<file path="src/rtl/core_mem_arb_pkg.sv">
// core_mem_arb_pkg: shared core defines (instruction types, opcodes, arbiter states and defaults)
package core_mem_arb_pkg;
  typedef logic [31:0] instr_t;
  typedef enum logic [6:0] {
    OP_LUI    = 7'b0110111,
    OP_AUIPC  = 7'b0010111,
    OP_JAL    = 7'b1101111,
    OP_JALR   = 7'b1100111,
    OP_BRANCH = 7'b1100011,
    OP_LOAD   = 7'b0000011,
    OP_STORE  = 7'b0100011,
    OP_IMM    = 7'b0010011,
    OP_REG    = 7'b0110011
  } opcode_t;
  typedef enum logic [1:0] {IDLE, FETCH, DATA} arb_state_t;
  localparam int ARB_TIMEOUT = 255;
  localparam int ARB_STARVE_MAX = 4;
endpackage

</file>
<file path="src/rtl/core_mem_arb.sv">
// core_mem_arb: arbitrates fetch and data requests onto one memory bus with anti-starvation and timeout
module core_mem_arb
  import core_mem_arb_pkg::*;
#(
  parameter int TIMEOUT = ARB_TIMEOUT,
  parameter int STARVE_MAX = ARB_STARVE_MAX
) (
  input  logic        clk,
  input  logic        rst,
  input  logic        if_req,
  input  logic [31:0] if_addr,
  output logic        if_ack,
  output logic [31:0] if_rdata,
  output logic        if_halt,
  input  logic        mau_req,
  input  logic        mau_we,
  input  logic [31:0] mau_addr,
  input  logic [31:0] mau_wdata,
  input  logic [3:0]  mau_be,
  output logic        mau_ack,
  output logic [31:0] mau_rdata,
  output logic        ex_halt,
  output logic        bus_req,
  output logic        bus_we,
  output logic [31:0] bus_addr,
  output logic [31:0] bus_wdata,
  output logic [3:0]  bus_be,
  input  logic        bus_ack,
  input  logic [31:0] bus_rdata,
  output logic        bus_err
);
  arb_state_t state, state_nxt;
  logic [2:0] starve_cnt;
  logic [7:0] wait_cnt;
  logic grant_data, grant_fetch, tmo, done;
  // grant choice, completion strobes, acks and next state; a real bus_ack always beats the timeout
  always_comb begin
    grant_data = mau_req & (~if_req | (int'(starve_cnt) < STARVE_MAX));
    grant_fetch = if_req & ~grant_data;
    tmo = wait_cnt == 8'(TIMEOUT);
    done = (state != IDLE) & (bus_ack | tmo);
    bus_err = done & ~bus_ack;
    if_ack = done & (state == FETCH);
    mau_ack = done & (state == DATA);
    if_rdata = if_ack & bus_ack ? bus_rdata : '0;
    mau_rdata = mau_ack & bus_ack ? bus_rdata : '0;
    if_halt = if_req & ~if_ack;
    ex_halt = mau_req & ~mau_ack;
    state_nxt = state == IDLE ? (grant_data ? DATA : grant_fetch ? FETCH : IDLE) : done ? IDLE : state;
  end
  // state register
  always_ff @(posedge clk or negedge rst)
    if (!rst) state <= IDLE;
    else state <= state_nxt;
  // launch bus cycle from the granted requester, track starvation and bus wait time
  always_ff @(posedge clk or negedge rst) begin
    if (!rst) begin
      bus_req <= 1'b0;
      bus_we <= 1'b0;
      bus_addr <= '0;
      bus_wdata <= '0;
      bus_be <= '0;
      starve_cnt <= '0;
      wait_cnt <= '0;
    end else if (state == IDLE) begin
      wait_cnt <= '0;
      if (grant_data | grant_fetch) begin
        bus_req <= 1'b1;
        bus_we <= grant_data & mau_we;
        bus_addr <= grant_data ? mau_addr : if_addr;
        bus_wdata <= grant_data ? mau_wdata : '0;
        bus_be <= grant_data ? mau_be : 4'hF;
        starve_cnt <= grant_data & if_req ? (&starve_cnt ? starve_cnt : starve_cnt + 3'd1) : '0;
      end
    end else begin
      wait_cnt <= done ? '0 : wait_cnt + 8'd1;
      if (done) bus_req <= 1'b0;
    end
  end
endmodule

</file>
<file path="config.mk">
export PLATFORM = sky130hd
export DESIGN_NAME = core_mem_arb
export DESIGN_NICKNAME = d
export VERILOG_FILES = /design/src/rtl/core_mem_arb_pkg.sv /design/src/rtl/core_mem_arb.sv
export SDC_FILE = /design/constraint.sdc
export NUM_CORES = 1
export LEC_CHECK = 0
export CORE_MARGIN = 2
export CORE_UTILIZATION = 36
export DETAILED_ROUTE_END_ITERATION = 10
export HOLD_SLACK_MARGIN = 0.05
export PLACE_DENSITY_LB_ADDON = 0.12
export SLEW_MARGIN = 15
export SYNTH_ARGS = -nofsm -noshare
export SYNTH_HDL_FRONTEND = slang
export SYNTH_SLANG_ARGS = --single-unit
</file>
<file path="constraint.sdc">
create_clock -name clk -period 2 [get_ports clk]
set_clock_uncertainty 0.2 [all_clocks]
set_input_delay 0.4 -clock clk [delete_from_list [all_inputs] [get_ports clk]]
set_output_delay 0.4 -clock clk [all_outputs]
set_load 0.05 [all_outputs]
</file>
After elaboration in Yosys (flattened, before gate mapping)
Index checks and enable logic that the tools add are counted.

Add/sub/neg operators: 2. Multipliers: 0. Divide/modulo/power cells: 0. $lt $le $gt $ge: 1. Equality and inequality tests: 5. Shifts and indexed selects: 0. Mux-type cells: 16. Bitwise operators: 20. Reduce and logical (&&, ||, !) cells: 7.

Operator list (number): $mux W32 (4); $mux W8 (2); $and A1 B1 Y1 (12); $add A8 B1 Y8 const B (1); $eq A8 B8 Y1 const B (1); $mux W2 (3); $mux W3 (2); $reduce_and A3 Y1 (2); $not A1 Y1 (5); $mux W1 (4); $mux W4 (1); $reduce_and A2 Y1 (2); $reduce_bool A2 Y1 (2); $add A3 B1 Y3 const B (1); $lt A3 B3 Y1 const B (1); $or A1 B1 Y1 (3); $eq A2 B1 Y1 const B (1); $eq A2 B2 Y1 const B (1); $logic_not A2 Y1 (1); $ne A2 B1 Y1 const B (1); $ne A2 B2 Y1 const B (1).

Register bits: 83. Bits in latches: 0. Bits in writable memories: 0. Bits in read-only memories: 0. Input bits: 138. Output and inout bits: 139. Logic and storage cells: 59. Memories: 0.

Depth between registers and ports, before layout
Depth after elaboration: 8. Gate-level depth with buffers: 6. Gate-level depth less buffers: 5.

Worst setup path before layout
OpenSTA, ideal clock, no wires.

Path type: reg2out. Start point: reg wait_cnt[3]. End point: out if_ack. Arrival: 1.990 ns. Required time: 1.400 ns. Slack: -0.590 ns. Cell stages (with the launch flop): 4. Path buffers: 0. Path through: dfrtp_1 > and4_1 > a41oi_1 > nor3_1.

Longest elaborated chain between the ends: 4.

RTL lines: start, declared (line core_mem_arb.sv:34) `logic [7:0] wait_cnt;`; start signal, assigned (line core_mem_arb.sv:76) `wait_cnt <= done ? '0 : wait_cnt + 8'd1;`; $eq A8 B8 Y1 (line core_mem_arb.sv:40) `tmo = wait_cnt == 8'(TIMEOUT);`; $or A1 B1 Y1 (line core_mem_arb.sv:41) `done = (state != IDLE) & (bus_ack | tmo);`; $and A1 B1 Y1 (line core_mem_arb.sv:41); $and A1 B1 Y1 (line core_mem_arb.sv:43) `if_ack = done & (state == FETCH);`; end, declared (line core_mem_arb.sv:12) `output logic if_ack,`.

No other way between the ends.

Final worst setup path
Start point: reg wait_cnt[5]. End point: out if_halt.

Longest elaborated chain between the ends: 6.

RTL lines: $eq A8 B8 Y1 (line core_mem_arb.sv:40); $or A1 B1 Y1 (line core_mem_arb.sv:41); $and A1 B1 Y1 (line core_mem_arb.sv:41); $and A1 B1 Y1 (line core_mem_arb.sv:43); $not A1 Y1 (line core_mem_arb.sv:47) `if_halt = if_req & ~if_ack;`; $and A1 B1 Y1 (line core_mem_arb.sv:47); end, declared (line core_mem_arb.sv:14) `output logic if_halt,`.

No other way between the ends.

==> reports/metrics.cfg <==
[finish]
final_nets=780
diodes=0
design_area_sq_um=8470
syn_to_final_growth_pct=107
drive_above_1_share=0.535

[yosys]
syn_inst=332
synth_xor_area_frac=0.00642
synthFlopType=dfrtp_1
post-synth-top-area-cell=dfrtp_1
yosys-top-cells-count=83 x dfrtp_1, 65 x and2_1, 63 x mux2_2
synth-async-reset-ratio=1.00
synth_seq_cells=83
muxShareOfSynthArea=0.176
yosysMostFrequentCell=dfrtp_1
syn_avg_cell_area_sq_um=12.3
yosysWarnings=0
synth_area_leaders=dfrtp_1 51%, mux2_2 17%, and2_1 9.9%
synth_top_area_frac=0.508
seq_area_frac_synth=0.508
synth_nets=473
yosys.area_share.adder=0.00918
synth-simple-area-share=0.138
synth_area_sq_um=4090
synth_top_family_by_area=multiplexers
netlist-cell-type-count=37
synth-edff-count=0
synth-compound-area-share=0.124

[critical_path]
critPathCaptureType=output pin
slowest_stage=dfrtp_1
required_ns=1.40
crit_fanout=5
cpLargestDelayFamily=compound AO/OA/AOI/OAI gates
path_cells=and4_4 > a41oi_4 > o31a_2 > buf_12
cp_slowest_stage_delay_ns=0.36
cp.arrival_ns=1.60
worst-setup-path-type=flop to output pin
r2r-end=bus_addr[31]
r2r_slack_ns=0.12
critPathBufInv=1
start_kind=flop
reg2reg_depth=5
r2r_start=state[0]

[timing]
fin_setup_tns_ns=-7.77
grt_setup_unrepaired=yes
slew_violations=0
timing.final.ws_setup_ns=-0.199
min_period_ns=2.20
worst_slew_pin_slew_ns=0.450
slew_headroom=0.700
final.period_utilization=1.10
max_freq_ghz=0.455
finalSetupViolCount=69
hold_viol_final=0

[outcome]
outcome=finished with violations
violations=setup timing

[global_routing]
grt_pass1_wl_microns=23100
first_global_vias=4193
grt_use_total=0.239
grt_antenna_before_repair=0
overflow=0
grt_max_degree=38

[floorplanning]
io_pins=277
die_h_microns=111
initial_core_util=0.372
rows=38
die_w_microns=111
die_area_sq_um=12200
coreArea_sq_um=11000

[placement]
place_area_sq_um=7780
hpwl_microns=10500
place_ws_ns=-0.281
routabilityCongestion=0.855
port_buffers=276

[clock_network]
cts_root_buffer=clkbuf_16
clk_path_buf_depth=2
numCtsBuffers=9
cts_sinks=83
h-tree-depth=3
clk_pin_slew_ns=0.06
clk_latency_ns=0.32
cts_tree=yes

[route]
viasPerCell=4.94
drtAntennaViolNets=0
wl_per_cell_microns=18.6
firstDrtPassIters=4
drc=0
wirelength_microns=14500
drtIter0Drc=178
vias=3870

[run]
cap_violations=0

[pwr]
power.density_nw_per_um2=1150
ir_worst_vdd_mv=0.901
totalPowerFinal_mw=9.76
leakagePower_nw=3.74

[worst_hold_path]
hp-class=flop to flop
min_to=bus_be[3]
whs_path_depth=1
hp-start=bus_be[3]

## power by group
| group | switching [mW] | internal, mW |
|---|---|---|
| Sequential | 0.341 | 2.25 |
| Combinational | 3.35 | 2.21 |
| Clock | 0.620 | 0.994 |
| Total | 4.31 | 5.45 |
## worst max-delay path by stage
stage / from / to / slack [ns] / cells after the start
after floorplan: wait_cnt[3] / if_ack / -0.12 / 3
after global placement: mau_req / bus_addr[25] / -0.26 / 5
after detailed placement: if_req / bus_addr[25] / -0.28 / 5
after CTS: wait_cnt[6] / if_halt / -0.24 / 4
after global routing: wait_cnt[6] / mau_ack / -0.25 / 5
final: wait_cnt[5] / if_halt / -0.20 / 4
## sequential cells by signal (all words and copies together) (netlist names)
register	count
bus_wdata	32
bus_be	4
bus_we	1
wait_cnt	8
bus_req	1
bus_addr	32
starve_cnt	3
state	2
## routing by layer
| layer | part of all wire | GRT usage | vias to the layer above |
|---|---|---|---|
| li1 | - | - | 1806 |
| met1 | 0.38 | 0.273 | 1869 |
| met2 | 0.55 | 0.455 | 178 |
| met3 | 0.055 | 0.0461 | 17 |
| met4 | 0.015 | 0.0608 | 0 |
| met5 | 0 | 0 | - |
## placed cells by master (no fill, tap or decap), drive strengths merged, types with 3 or more instances in the layout
cell / n
a22o: 33
a32o: 4
and2: 65
buf: 182
clkbuf: 11
clkdlybuf4s50: 135
dfrtp: 83
ha: 3
inv: 3
mux2: 64
nand2: 7
nand3: 3
nor2: 7
nor3: 4
o21ai: 3
o22a: 5
## cells by family (layout without fill, tap and decap cells)
logic type	Yosys count	after routing
flip-flops	83	83
adder cells (fa/ha/maj)	3	3
multiplexers	64	64
AND/OR/NAND/NOR	95	95
XOR/XNOR	3	3
AO/OA/AOI/OAI	58	58
buffers and inverters	26	337
## through the flow
stage	util	hold slack (ns)	cells
after floorplan	-	-0.0956	332
after global placement	0.708	0.182	748
after detailed placement	0.708	0.184	748
after CTS	0.777	0.295	785
after global routing	0.771	0.308	783
final	0.771	0.294	783
## final cells by class
type / instances / area, sq um
Timing Repair Buffer: 319 / 3790
Fill cell: 724 / 2520
Multi-Input combinational cell: 223 / 2110
Sequential cell: 83 / 2080
Clock buffer: 11 / 243
Tap cell: 140 / 175
Clock inverter: 4 / 51.3
Inverter: 3 / 11.3
## what timing repair did
action / in CTS / in global routing
buffers inserted: 15 / 2
hold buffers: 1 / 0
pin swaps: 54 / 5
gates resized for setup: 86 / 5
hold endpoints to repair: 31 / 0
setup endpoints to repair: 69 / 104
cloned: 6 / 0
No activity file was read; power rests on OpenSTA's default activity.
